`src/rtl/o_serdes_tri_pkg.sv`:
```
// Shared types and limits for the o_serdes_tri parallel-to-serial output stage.
package o_serdes_tri_pkg;

    typedef enum logic {
        IDLE  = 1'b0,
        SHIFT = 1'b1
    } state_t;

    localparam int WIDTH_MIN = 3;
    localparam int WIDTH_MAX = 10;

    function automatic bit width_ok(input int w);
        return (w >= WIDTH_MIN) && (w <= WIDTH_MAX);
    endfunction

endpackage

```
`src/rtl/o_serdes_tri_if.sv`:
```
// Word handshake and serial/tristate outputs of o_serdes_tri.
interface o_serdes_tri_if #(parameter int WIDTH = 4);

    logic [WIDTH-1:0] D;
    logic             OE_IN;
    logic             D_VALID;
    logic             D_READY;
    logic             Q;
    logic             T_OUT;
    logic             BUSY;
    logic             WORD_DONE;

    modport master (
        output D, OE_IN, D_VALID,
        input  D_READY, Q, T_OUT, BUSY, WORD_DONE
    );

    modport slave (
        input  D, OE_IN, D_VALID,
        output D_READY, Q, T_OUT, BUSY, WORD_DONE
    );

endinterface

```
`src/rtl/o_serdes_tri_shreg.sv`:
```
// Loadable right-shift register; sout is the next bit to be presented.
module o_serdes_tri_shreg #(
    parameter int WIDTH = 4
) (
    input  logic             clk,
    input  logic             rst,
    input  logic             load,
    input  logic             shift,
    input  logic [WIDTH-1:0] din,
    output logic             sout
);

    logic [WIDTH-1:0] sr;

    always_ff @(posedge clk) begin
        if (rst)
            sr <= '0;
        else if (load)
            sr <= din;
        else if (shift)
            sr <= {1'b0, sr[WIDTH-1:1]};
    end

    assign sout = sr[0];

endmodule

```
`src/rtl/o_serdes_tri.sv`:
```
// Parallel-to-serial output stage, LSB first, with per-word tristate control
// and a one-word holding register for gapless back-to-back transfers.
module o_serdes_tri
    import o_serdes_tri_pkg::*;
#(
    parameter int WIDTH = 4
) (
    input  logic             CLK,
    input  logic             RST,
    o_serdes_tri_if.slave    bus
);

    if (!width_ok(WIDTH)) begin : g_bad_width
        $fatal(1, "o_serdes_tri: WIDTH must be in 3..10");
    end

    localparam int            CW       = $clog2(WIDTH);
    localparam logic [CW-1:0] CNT_LAST = CW'(WIDTH - 1);
    localparam logic [CW-1:0] CNT_PRE  = CW'(WIDTH - 2);

    state_t           state, state_n;
    logic [CW-1:0]    cnt, cnt_n;
    logic [WIDTH-1:0] hold;
    logic             hold_oe, hold_full;
    logic             q_r, t_r, busy_r, wd_r;
    logic             q_n, t_n, busy_n, wd_n;
    logic             load, shift, reload, sout, accept;

    assign accept = bus.D_VALID && !hold_full;

    // Only bits 1.. go into the shifter; bit 0 goes straight to Q on load.
    o_serdes_tri_shreg #(.WIDTH(WIDTH)) u_shreg (
        .clk   (CLK),
        .rst   (RST),
        .load  (load),
        .shift (shift),
        .din   ({1'b0, hold[WIDTH-1:1]}),
        .sout  (sout)
    );

    always_comb begin
        state_n = state;
        cnt_n   = cnt;
        q_n     = 1'b0;
        t_n     = 1'b0;
        busy_n  = 1'b0;
        wd_n    = 1'b0;
        load    = 1'b0;
        shift   = 1'b0;
        reload  = 1'b0;
        case (state)
            IDLE: reload = hold_full;
            SHIFT: begin
                if (cnt == CNT_LAST) begin
                    if (hold_full)
                        reload = 1'b1;
                    else
                        state_n = IDLE;
                end else begin
                    shift  = 1'b1;
                    q_n    = sout;
                    t_n    = t_r;
                    busy_n = 1'b1;
                    cnt_n  = cnt + CW'(1);
                    wd_n   = (cnt == CNT_PRE);
                end
            end
            default: state_n = IDLE;
        endcase
        if (reload) begin
            load    = 1'b1;
            state_n = SHIFT;
            q_n     = hold[0];
            t_n     = hold_oe;
            busy_n  = 1'b1;
            cnt_n   = '0;
        end
    end

    always_ff @(posedge CLK) begin
        if (RST) begin
            state     <= IDLE;
            cnt       <= '0;
            q_r       <= 1'b0;
            t_r       <= 1'b0;
            busy_r    <= 1'b0;
            wd_r      <= 1'b0;
            hold_full <= 1'b0;
        end else begin
            state  <= state_n;
            cnt    <= cnt_n;
            q_r    <= q_n;
            t_r    <= t_n;
            busy_r <= busy_n;
            wd_r   <= wd_n;
            // accept needs an empty holder and load a full one, so never both
            if (accept) begin
                hold      <= bus.D;
                hold_oe   <= bus.OE_IN;
                hold_full <= 1'b1;
            end else if (load) begin
                hold_full <= 1'b0;
            end
        end
    end

    assign bus.D_READY   = !hold_full;
    assign bus.Q         = q_r;
    assign bus.T_OUT     = t_r;
    assign bus.BUSY      = busy_r;
    assign bus.WORD_DONE = wd_r;

endmodule

```
`src/flat_wrapper.sv`:
```
// flat-port wrapper written by rule: the top's interface ports become plain ports
module o_serdes_tri_flat import o_serdes_tri_pkg::*;
#(
    parameter int WIDTH = 4
)
  (CLK, RST, bus_D, bus_OE_IN, bus_D_VALID, bus_D_READY, bus_Q, bus_T_OUT, bus_BUSY, bus_WORD_DONE);
  o_serdes_tri_if #(.WIDTH(WIDTH)) bus_i ();
  input  logic CLK;
  input  logic RST;
  input wire logic [$bits(bus_i.D)-1:0] bus_D;
  input wire logic [$bits(bus_i.OE_IN)-1:0] bus_OE_IN;
  input wire logic [$bits(bus_i.D_VALID)-1:0] bus_D_VALID;
  output wire logic [$bits(bus_i.D_READY)-1:0] bus_D_READY;
  output wire logic [$bits(bus_i.Q)-1:0] bus_Q;
  output wire logic [$bits(bus_i.T_OUT)-1:0] bus_T_OUT;
  output wire logic [$bits(bus_i.BUSY)-1:0] bus_BUSY;
  output wire logic [$bits(bus_i.WORD_DONE)-1:0] bus_WORD_DONE;
  assign bus_i.D = bus_D;
  assign bus_i.OE_IN = bus_OE_IN;
  assign bus_i.D_VALID = bus_D_VALID;
  assign bus_D_READY = bus_i.D_READY;
  assign bus_Q = bus_i.Q;
  assign bus_T_OUT = bus_i.T_OUT;
  assign bus_BUSY = bus_i.BUSY;
  assign bus_WORD_DONE = bus_i.WORD_DONE;
  o_serdes_tri #(.WIDTH(WIDTH)) u_core (.CLK(CLK), .RST(RST), .bus(bus_i));
endmodule
```
`config.mk`:
```
export PLATFORM = sky130hd
export DESIGN_NAME = o_serdes_tri_flat
export DESIGN_NICKNAME = d
export VERILOG_FILES = /design/src/rtl/o_serdes_tri_pkg.sv /design/src/rtl/o_serdes_tri_if.sv /design/src/rtl/o_serdes_tri_shreg.sv /design/src/rtl/o_serdes_tri.sv /design/src/flat_wrapper.sv
export SDC_FILE = /design/constraint.sdc
export NUM_CORES = 1
export LEC_CHECK = 0
export BUFFER_PORTS_ARGS = -buffer_cell sky130_fd_sc_hd__buf_2
export CAP_MARGIN = 10
export CORE_AREA = 5 5 42 44
export CTS_CLUSTER_SIZE = 25
export DETAILED_ROUTE_END_ITERATION = 6
export DIE_AREA = 0 0 47 49
export MAX_ROUTING_LAYER = met4
export PLACE_DENSITY = 0.72
export SETUP_SLACK_MARGIN = 0.5
export SYNTH_ARGS = -nofsm -noshare
export SYNTH_HDL_FRONTEND = slang
export SYNTH_HIERARCHICAL = 1
export SYNTH_SLANG_ARGS = --single-unit
```
`constraint.sdc`:
```
create_clock -name CLK -period 4.1 [get_ports CLK]
set_clock_uncertainty 0.1 [all_clocks]
set_input_delay 0.41 -clock CLK [delete_from_list [all_inputs] [get_ports CLK]]
set_output_delay 0.41 -clock CLK [all_outputs]
set_load 0.005 [all_outputs]
```
==> results.sh, run 1 <==
export IMPL_status="complete, no violations"
export IMPL_max_cap_viol_count=0
export IMPL_synth_edff_count=5
export IMPL_synth_nets=68
export IMPL_via_count=441
export IMPL_p_int_mw=0.233
export IMPL_cp_required_ns=4.25
export IMPL_place_ws_ns=2.43
export IMPL_worstSetupPathType="reg -> reg"
export IMPL_synth_common_cells="12 x dfxtp_1, 5 x edfxtp_1, 4 x a21oi_2, 4 x mux2i_1, 4 x nand3_1"
export IMPL_worst_pin_slew_ns=0.653
export IMPL_synth_distinct_cells=21
export IMPL_nNetsFinal=83
export IMPL_yosysWarnings=6
export IMPL_path_max_fanout=10
export IMPL_grt_remaining_overflow=0
export IMPL_synthArstFlopShare_pct=0
export IMPL_grt_pass1_vias=392
export IMPL_io_buffer_count=12
export IMPL_ir_drop_v=0.000185
export IMPL_post_cts_buffers=0
export IMPL_via_per_inst=5.01
export IMPL_diodes=0
export IMPL_path_clk_slew_ns=0.11
export IMPL_grt_antenna_before_repair=0
export IMPL_post_drt_wl_per_cell_um=11.1
export IMPL_routed_wl_um=978
export IMPL_hpwl_um=719
export IMPL_yosysSeqAreaShare_pct=56.8
export IMPL_clock_sinks=17
export IMPL_core_sq_um=1400
export IMPL_cts_buffers=3
export IMPL_rows=14
export IMPL_dr_pass1_iters=2
export IMPL_cts_htree_levels=1
export IMPL_design_area_sq_um=777
export IMPL_power_frac_comb_pct=10.1
export IMPL_p_per_area_nw_per_um2=400
export IMPL_p_clk_share_pct=29.7
export IMPL_hold_viol_final=0
export IMPL_start_util_pct=49.0
export IMPL_seqPwrFrac_pct=60.2
export IMPL_place_gp_congestion=0.722
export IMPL_synth_area_per_cell_sq_um=11.8
export IMPL_grt_max_degree=14
export IMPL_setup_tns_ns=0
export IMPL_synth_top_cell_area_share_pct=35.0
export IMPL_dpl_cell_area_sq_um=747
export IMPL_switching_share_pct=24.9
export IMPL_slowest_stage="or3b_1"
export IMPL_die_w_um=47
export IMPL_grt_use_total_pct=10.9
export IMPL_drive_gt1_share_pct=31.9
export IMPL_arrival_ns=1.71
export IMPL_crit_path_end_kind="flop"
export IMPL_fin_crit_sh_pct=38.2
export IMPL_power_switching_mw=0.0772
export IMPL_synth_area_leader_cell="dfxtp_1"
export IMPL_syn_cell_area_sq_um=687
export IMPL_cts_hold_buf=0
export IMPL_drt_iter0_drc=1
export IMPL_ioPinCount=13
export IMPL_die_h_um=49
export IMPL_root_buffer="clkbuf_4"
export IMPL_cts_tree="yes"
export IMPL_startpoint_type="flop"
export IMPL_timing_final_ws_setup_ns=2.54
export IMPL_relSlewSlack_pct=56.4
export IMPL_setup_viol=0
export IMPL_rsz0062_at_grt="false"
export IMPL_synth_seq_cells=17
export IMPL_synth_area_leaders="dfxtp_1 35%, edfxtp_1 22%, mux2i_1 5.8%"
export IMPL_slew_violations=0
export IMPL_max_freq_ghz=0.639
export IMPL_hp_class="in -> reg"
export IMPL_dieArea_sq_um=2300
export IMPL_drtAntennaViolNets=0
export IMPL_layout_min_cycle_time_ns=1.56
export IMPL_yosysMostFrequentCell="dfxtp_1"
export IMPL_clock_latency_ns=0.30
export IMPL_fin_util_pct=55.4
export IMPL_cts_buffer_depth=2
export IMPL_syn_inst=58
export IMPL_drcViolationCount=0
export IMPL_crit_chain="ha_1, nand2b_4, clkinv_8, nor2_1, or3b_1, a21oi_1"
export IMPL_synthToLayoutAreaGrowth_pct=13.1
export IMPL_max_stage_delay_ns=0.39
export IMPL_ctsResizeCount=0
export IMPL_grt_pass1_wl_mm=1.68
export IMPL_synth_flop_cell="dfxtp_1"
export IMPL_leakage_nw=0.296
[power groups by stage]
stage                     Combinational [mW]  Clock [mW]  Sequential (mW)
after floorplan                       0.0250           0            0.190
after global placement                0.0313           0            0.191
after detailed placement              0.0316           0            0.191
after CTS                             0.0319      0.0964            0.187
after global routing                  0.0352       0.103            0.188
final                                 0.0313      0.0924            0.187
[per-stage QoR]
| step | hold slack [ns] | std cells | power, mW |
|---|---|---|---|
| 6_report | 0.171 | 88 | 0.311 |
| 5_1_grt | 0.153 | 88 | 0.326 |
| 4_1_cts | 0.163 | 88 | 0.315 |
| 3_5_place_dp | 0.358 | 84 | 0.223 |
| 3_3_place_gp | 0.355 | 84 | 0.222 |
| 2_1_floorplan | 0.340 | 58 | 0.215 |
[registers in the layout, indices dropped and copies added (netlist names)]
signal,flops
u_core/hold_oe,1
u_core/bus.WORD_DONE,1
u_core/bus.T_OUT,1
u_core/hold,4
u_core/hold_full,1
u_core/state,1
u_core/cnt,2
u_core/bus.BUSY,1
u_core/bus.Q,1
u_core/u_shreg/sr,4
[critical path, delay by kind of cell (launching register included)]
kind,cells,cell delay [ns]
AND/OR/NAND/NOR,3,0.67
flip-flops,1,0.33
adder cells (fa/ha/maj),1,0.19
buffers and inverters,1,0.09
AO/OA/AOI/OAI,1,0.14
[layer usage]
layer,share of wire [%],vias to the layer above,track usage [%]
li1,-,226,-
met1,44,196,11.9
met5,0,-,-
met2,44,14,14.5
met3,7.2,5,4.43
met4,4.6,0,9.68
[area by class of cell]
class | instances | area, sq um
Fill cell | 134 | 624
Sequential cell | 17 | 390
Multi-Input combinational cell | 35 | 249
Timing Repair Buffer | 12 | 60.1
Inverter | 4 | 27.5
Clock buffer | 3 | 22.5
Tap cell | 16 | 20.0
Clock inverter | 1 | 7.51
[placed cells by master (no fill, tap or decap), drive strengths merged]
master	netlist	layout
buf	2	12
dfxtp	12	12
a21oi	7	7
edfxtp	5	5
mux2i	4	4
nand3	4	4
nand2	4	4
clkbuf	0	3
inv	3	3
nor2b	3	3
a211oi	3	3
nor2	2	2
nor3b	2	2
ha	2	2
nand2b	2	2
clkinvlp	0	1
clkinv	1	1
conb	1	1
or3b	1	1
[final timing paths]
kind / startpoint / to / slack, ns / cells past startpoint
setup / recovery: u_core/cnt[0] / u_core/u_shreg/sr[3] / 2.54 / 6
hold / removal: bus_D[1] / u_core/hold[1] / 0.17 / 1
setup reg to reg: u_core/cnt[0] / u_core/u_shreg/sr[3] / 2.54 / 6
hold reg to reg: u_core/bus.T_OUT / u_core/bus.T_OUT / 0.37 / 2
[cell families after synthesis]
group	synth area share, %
buffers and inverters	6.92
adder cells (fa/ha/maj)	3.64
multiplexers	5.83
AND/OR/NAND/NOR	15.7
other	0.546
AO/OA/AOI/OAI	10.6
flip-flops	56.8
No activity file was read; power rests on OpenSTA's default activity.
==> run 2, diff against run 1 <==
--- a/config.mk
+++ b/config.mk
@@ -7,12 +7,12 @@
 export LEC_CHECK = 0
 export BUFFER_PORTS_ARGS = -buffer_cell sky130_fd_sc_hd__buf_2
 export CAP_MARGIN = 10
-export CORE_AREA = 5 5 42 44
+export CORE_MARGIN = 5
+export CORE_UTILIZATION = 51
 export CTS_CLUSTER_SIZE = 25
 export DETAILED_ROUTE_END_ITERATION = 6
-export DIE_AREA = 0 0 47 49
 export MAX_ROUTING_LAYER = met4
-export PLACE_DENSITY = 0.72
+export PLACE_DENSITY = 0.71
 export SETUP_SLACK_MARGIN = 0.5
 export SYNTH_ARGS = -nofsm -noshare
 export SYNTH_HDL_FRONTEND = slang
==> constraint.sdc (replaced) <==
create_clock -name CLK -period 1.6 [get_ports CLK]
set_clock_uncertainty 0.1 [all_clocks]
set_input_delay 0.16 -clock CLK [delete_from_list [all_inputs] [get_ports CLK]]
set_output_delay 0.16 -clock CLK [all_outputs]
set_load 0.005 [all_outputs]
==> run 2 against run 1 <==
Compared with the run above:
- sequential share of layout area fell by 8.3 points
- largest power group unchanged
- highest routed layer unchanged
- setup slack got worse by 2.3 ns
- critical path depth unchanged
- count of clock-buffer cells in the layout rose by 1
- register-to-register slack got worse by 2.3 ns
==> results.sh, run 2 (synthesis gave the netlist of run 1 again) <==
export IMPL_status="complete, no violations"
export IMPL_path_clk_slew_ns=0.09
export IMPL_max_stage_delay_ns=0.36
export IMPL_max_cap_viol_count=0
export IMPL_p_per_area_nw_per_um2=883
export IMPL_nNetsFinal=97
export IMPL_cp_required_ns=1.72
export IMPL_switching_share_pct=23.7
export IMPL_hp_class="in -> reg"
export IMPL_place_gp_congestion=0.695
export IMPL_p_clk_share_pct=26.6
export IMPL_crit_path_end_kind="flop"
export IMPL_ir_drop_v=0.000483
export IMPL_die_h_um=46.7
export IMPL_hpwl_um=714
export IMPL_grt_pass1_wl_mm=1.97
export IMPL_grt_remaining_overflow=0
export IMPL_max_freq_ghz=0.711
export IMPL_drive_gt1_share_pct=47.7
export IMPL_cp_num_cells=6
export IMPL_dieArea_sq_um=2180
export IMPL_seqPwrFrac_pct=57.5
export IMPL_root_buffer="clkbuf_4"
export IMPL_startpoint_type="flop"
export IMPL_routed_wl_mm=1.16
export IMPL_grt_use_total_pct=13.8
export IMPL_layout_min_cycle_time_ns=1.41
export IMPL_cts_tree="yes"
export IMPL_arrival_ns=1.53
export IMPL_drtAntennaViolNets=0
export IMPL_start_util_pct=53.5
export IMPL_ff2ff_path_depth=6
export IMPL_reg_largest_list="u_core/hold (4), u_core/u_shreg/sr (4), u_core/cnt (2)"
export IMPL_r2r_setup_slack_ns=0.19
export IMPL_rsz0062_at_grt="true"
export IMPL_cp_top_family="simple AND/OR/NAND/NOR gates"
export IMPL_post_drt_wl_per_cell_um=11.5
export IMPL_io_buffer_count=12
export IMPL_via_count=488
export IMPL_worstSetupPathType="reg -> reg"
export IMPL_die_w_um=46.7
export IMPL_grt_antenna_before_repair=0
export IMPL_fin_crit_sh_pct=87.9
export IMPL_drt_iter0_drc=4
export IMPL_path_buf_inv=1
export IMPL_p_int_mw=0.637
export IMPL_crit_chain="ha_2, nand2b_4, clkinv_8, nor2_4, or3b_1, a21oi_2"
export IMPL_dr_pass1_iters=3
export IMPL_power_switching_mw=0.198
export IMPL_reg2reg_to="u_core/u_shreg/sr[3]"
export IMPL_design_area_sq_um=946
export IMPL_clock_sinks=17
export IMPL_cts_htree_levels=1
export IMPL_synthToLayoutAreaGrowth_pct=37.7
export IMPL_crit_path_end="u_core/u_shreg/sr[3]"
export IMPL_hold_viol_final=0
export IMPL_grt_pass1_vias=456
export IMPL_drcViolationCount=0
export IMPL_via_per_inst=4.83
export IMPL_cts_buffer_depth=2
export IMPL_dpl_cell_area_sq_um=766
export IMPL_rows=13
export IMPL_setup_tns_ns=0
export IMPL_clock_latency_ns=0.28
export IMPL_layout_common_cells="12 x buf_2, 9 x dfxtp_1, 7 x buf_4"
export IMPL_setup_viol=0
export IMPL_leakage_nw=0.379
export IMPL_slew_violations=0
export IMPL_core_sq_um=1280
export IMPL_layout_commonest_cell="buf_2"
export IMPL_diodes=0
export IMPL_path_max_fanout=6
export IMPL_cts_buffers=3
export IMPL_grt_max_degree=14
export IMPL_timing_rr_start="u_core/cnt[0]"
export IMPL_ioPinCount=13
export IMPL_startpoint="u_core/cnt[0]"
export IMPL_slowest_stage="or3b_1"
export IMPL_power_frac_comb_pct=15.9
-- run 2: cell count changes in the layout (fill, tap and decap cells not counted), sizes merged --
| cell | change |
|---|---|
| buf | +9 |
| dlygate4sd3 | +5 |
| clkinvlp | -1 |
| clkbuf | +1 |
-- run 2: layout make-up --
type	count	area [sq um]
clock buffer	4	26.3
fill	94	339
inverter	4	32.5
multi-input combinational	35	278
sequential	17	397
tap	15	18.8
timing repair buffer	26	194
-- run 2: layer usage --
| metal | global-route usage [%] | routed length (um) | vias up | share of wire [%] |
|---|---|---|---|---|
| li1 | - | - | 252 | - |
| met1 | 17.4 | 537 | 224 | 46 |
| met2 | 19.0 | 542 | 10 | 47 |
| met3 | 4.69 | 71 | 2 | 6.1 |
| met4 | 8.29 | 13 | 0 | 1.1 |
| met5 | - | 0 | - | 0 |
-- run 2: per-stage QoR --
step | util [%] | setup WS (ns) | instances | hold WS [ns] | total power [mW]
6_report | 73.6 | 0.194 | 101 | 0.0225 | 0.835
5_1_grt | 73.6 | 0.154 | 101 | 0.0269 | 0.891
4_1_cts | 71.3 | 0.199 | 100 | 0.0223 | 0.833
3_5_place_dp | 59.6 | 0.136 | 84 | 0.238 | 0.576
3_3_place_gp | 59.6 | 0.183 | 84 | 0.237 | 0.575
2_1_floorplan | - | 0.157 | 58 | 0.129 | 0.555
-- run 2: how the worst min path moves through the flow --
stage                      startpoint                    to  depth (start not counted)
after floorplan                   RST  u_core/u_shreg/sr[3]                          1
after global placement       bus_D[3]        u_core/hold[3]                          1
after detailed placement     bus_D[3]        u_core/hold[3]                          1
after CTS                 bus_D_VALID      u_core/hold_full                          3
after global routing      bus_D_VALID      u_core/hold_full                          3
final                     bus_D_VALID      u_core/hold_full                          3
-- run 2: tightest hold or removal path, delay by kind of cell --
family / cells / cell delay (ns)
buffers and inverters: 1 / 0.08
multiplexers: 1 / 0.05
AND/OR/NAND/NOR: 1 / 0.07
-- run 2: repair_timing --
action,in CTS,in global routing
endpoints found under the setup margin,15,18
hold buffers,5,0
gates resized for setup,5,5
buffers inserted,7,1
endpoints found under the hold margin,5,0
pin swaps,3,1
-- run 2: power groups by stage --
stage / Combinational [mW] / Sequential, mW / Clock (mW)
floorplan: 0.0671 / 0.488 / 0
global placement: 0.0851 / 0.490 / 0
detailed placement: 0.0860 / 0.490 / 0
CTS: 0.121 / 0.480 / 0.232
global route: 0.147 / 0.483 / 0.261
finish: 0.133 / 0.480 / 0.222
==> run 3, diff against run 2 <==
--- a/config.mk
+++ b/config.mk
@@ -7,14 +7,12 @@
 export LEC_CHECK = 0
 export BUFFER_PORTS_ARGS = -buffer_cell sky130_fd_sc_hd__buf_2
 export CAP_MARGIN = 10
-export CORE_MARGIN = 5
-export CORE_UTILIZATION = 51
-export CTS_CLUSTER_SIZE = 25
+export CORE_AREA = 5 5 42 44
 export DETAILED_ROUTE_END_ITERATION = 6
+export DIE_AREA = 0 0 47 49
 export MAX_ROUTING_LAYER = met4
-export PLACE_DENSITY = 0.71
+export PLACE_DENSITY = 0.66
 export SETUP_SLACK_MARGIN = 0.5
 export SYNTH_ARGS = -nofsm -noshare
 export SYNTH_HDL_FRONTEND = slang
-export SYNTH_HIERARCHICAL = 1
 export SYNTH_SLANG_ARGS = --single-unit
==> run 3 against run 2 <==
Compared with the run above:
- count of clock-buffer cells in the layout fell by 1
- routed wire length is 5.8% lower
- critical path depth is 4 lower
- largest cell class unchanged
==> results.sh, run 3 <==
export IMPL_die_w_um=47
export IMPL_p_clk_share_pct=27.4
export IMPL_fillerInstances=129
export IMPL_max_cap_viol_count=0
export IMPL_worst_pin_slew_ns=0.295
export IMPL_leakage_nw=0.343
export IMPL_synthXorXnorAreaFrac_pct=0
export IMPL_synth_area_leaders="dfxtp_1 36%, edfxtp_1 24%, mux2i_1 4.9%"
export IMPL_synth_flop_cell="dfxtp_1"
export IMPL_core_sq_um=1400
export IMPL_grt_use_total_pct=11.9
export IMPL_yosysMostFrequentCell="dfxtp_1"
export IMPL_synth_area_per_cell_sq_um=11.6
export IMPL_synth_common_cells="11 x dfxtp_1, 5 x a21oi_1, 5 x edfxtp_1, 4 x nand2_1, 4 x nor2_1"
export IMPL_layout_commonest_cell="buf_2"
export IMPL_diodes=0
export IMPL_switching_share_pct=23.9
export IMPL_fin_crit_sh_pct=74.9
export IMPL_cts_tree="yes"
export IMPL_layout_min_cycle_time_ns=1.20
export IMPL_dr_pass1_iters=4
export IMPL_arrival_ns=1.07
export IMPL_p_per_area_nw_per_um2=916
export IMPL_yosysSeqAreaShare_pct=60.3
export IMPL_routed_wl_mm=1.10
export IMPL_ir_drop_v=0.000565
export IMPL_synthSimpleGateAreaFrac_pct=15.1
export IMPL_setup_viol=0
export IMPL_crit_path_end_kind="flop"
export IMPL_startpoint_type="flop"
export IMPL_status="complete, no violations"
export IMPL_power_frac_comb_pct=14.4
export IMPL_io_buffer_count=12
export IMPL_seqPwrFrac_pct=58.3
export IMPL_syn_inst=53
export IMPL_synth_top_family_by_area="simple AND/OR/NAND/NOR gates"
export IMPL_synthToLayoutAreaGrowth_pct=39.1
export IMPL_power_switching_mw=0.187
export IMPL_grt_pass1_vias=421
export IMPL_drt_iter0_drc=3
export IMPL_synth_area_leader_cell="dfxtp_1"
export IMPL_drive_gt1_share_pct=42.1
export IMPL_dieArea_sq_um=2300
export IMPL_hold_viol_final=0
export IMPL_cts_buffers=3
export IMPL_rows=14
export IMPL_slew_violations=0
export IMPL_hp_class="in -> reg"
export IMPL_drtAntennaViolNets=0
export IMPL_drcViolationCount=0
export IMPL_grt_max_degree=13
export IMPL_cts_buffer_depth=2
export IMPL_nNetsFinal=87
export IMPL_synth_distinct_cells=19
export IMPL_synth_mux_area_share_pct=4.89
export IMPL_clock_latency_ns=0.29
export IMPL_synth_seq_cells=16
export IMPL_path_clk_slew_ns=0.09
export IMPL_place_gp_congestion=0.678
export IMPL_grt_remaining_overflow=0
export IMPL_rsz0062_at_grt="true"
export IMPL_layout_common_cells="11 x buf_2, 8 x dfxtp_1, 5 x a21oi_1, 5 x dlygate4sd3_1, 5 x edfxtp_1"
export IMPL_synthArstFlopShare_pct=0
export IMPL_synth_top_cell_area_share_pct=35.8
export IMPL_grt_antenna_before_repair=0
export IMPL_root_buffer="clkbuf_4"
export IMPL_synth_edff_count=5
export IMPL_seqCellArea_sq_um=377
export IMPL_yosysWarnings=0
export IMPL_grt_pass1_wl_mm=1.93
export IMPL_worstSetupPathType="reg -> reg"
export IMPL_max_freq_ghz=0.834
export IMPL_start_util_pct=43.8
export IMPL_syn_cell_area_sq_um=614
export IMPL_die_h_um=49
export IMPL_via_count=433
export IMPL_dpl_cell_area_sq_um=698
export IMPL_multiInputGateArea_sq_um=248
export IMPL_clock_sinks=16
export IMPL_path_max_fanout=5
export IMPL_synth_nets=63
export IMPL_via_per_inst=4.71
export IMPL_top_register="u_core.hold"
export IMPL_relSlewSlack_pct=80.3
export IMPL_cp_required_ns=1.47
export IMPL_synth_compound_gate_area_share_pct=11.0
export IMPL_ioPinCount=13
export IMPL_hpwl_um=708
export IMPL_design_area_sq_um=855
export IMPL_setup_tns_ns=0
export IMPL_post_drt_wl_per_cell_um=11.9
export IMPL_synth_fa_ha_area_share_pct=4.07
export IMPL_cts_htree_levels=1
export IMPL_p_int_mw=0.595
export IMPL_largest_reg_flops=4
export IMPL_reg_largest_list="u_core.hold (4), u_core.u_shreg.sr (3), u_core.cnt (2)"
[run 3: per-stage QoR]
step	cells	util (%)	setup slack [ns]	total power, mW	hold slack [ns]
floorplan	53	-	0.470	0.527	0.136
global placement	78	49.8	0.405	0.543	0.236
detailed placement	78	49.8	0.386	0.543	0.238
CTS	91	59.4	0.409	0.790	0.0323
global route	92	61.0	0.370	0.828	0.0823
finish	92	61.0	0.401	0.783	0.0571
[run 3: power by group through the flow]
stage	clock, mW	combinational [mW]	sequential, mW
6_report	0.214	0.112	0.456
3_5_place_dp	0	0.0762	0.467
2_1_floorplan	0	0.0661	0.461
4_1_cts	0.230	0.105	0.455
3_3_place_gp	0	0.0759	0.467
5_1_grt	0.244	0.124	0.459
[run 3: layout make-up]
type | count | area share (%)
Clock buffer | 3 | 2.64
Inverter | 2 | 1.17
Tap cell | 16 | 2.34
Multi-Input combinational cell | 32 | 29.0
Sequential cell | 16 | 44.1
Clock inverter | 1 | 0.439
Timing Repair Buffer | 22 | 20.4
[run 3: metal layers]
layer	global-route usage [%]	vias to the layer above	wire length, um
li1	-	228	-
met1	16.6	191	510
met2	14.3	12	506
met3	2.21	2	64
met4	9.68	0	14
met5	-	-	0
[run 3: critical path, cell delays in order (launching register included)]
cell and delay, ns:
dfxtp_4 0.37, buf_12 0.13, nor3b_4 0.29
[run 3: kinds of logic (layout without fill, tap and decap cells)]
| family | count (synthesis) | in the layout |
|---|---|---|
| mux | 3 | 3 |
| flops | 16 | 16 |
| compound gates | 9 | 9 |
| buf+inv | 5 | 28 |
| simple gates | 18 | 18 |
| fa+ha+maj | 2 | 2 |
[run 3: repair_timing]
action                                  4_1_cts  5_1_grt
hold buffers                                  5        0
pin swaps                                     0        4
setup buffers                                 4        1
resized for setup                             4        4
hold endpoints to repair                      5        0
endpoints found under the setup margin       14       17
[run 3: path summary, 6_finish.rpt]
kind | from | end | slack (ns) | cells after the start
hold / removal | bus_D_VALID | u_core.hold_full | 0.06 | 3
setup reg to reg | u_core.hold_full | u_core.hold[0] | 0.40 | 2
hold reg to reg | u_core.bus.T_OUT | u_core.bus.T_OUT | 0.37 | 2
setup / recovery | u_core.hold_full | u_core.hold[0] | 0.40 | 2
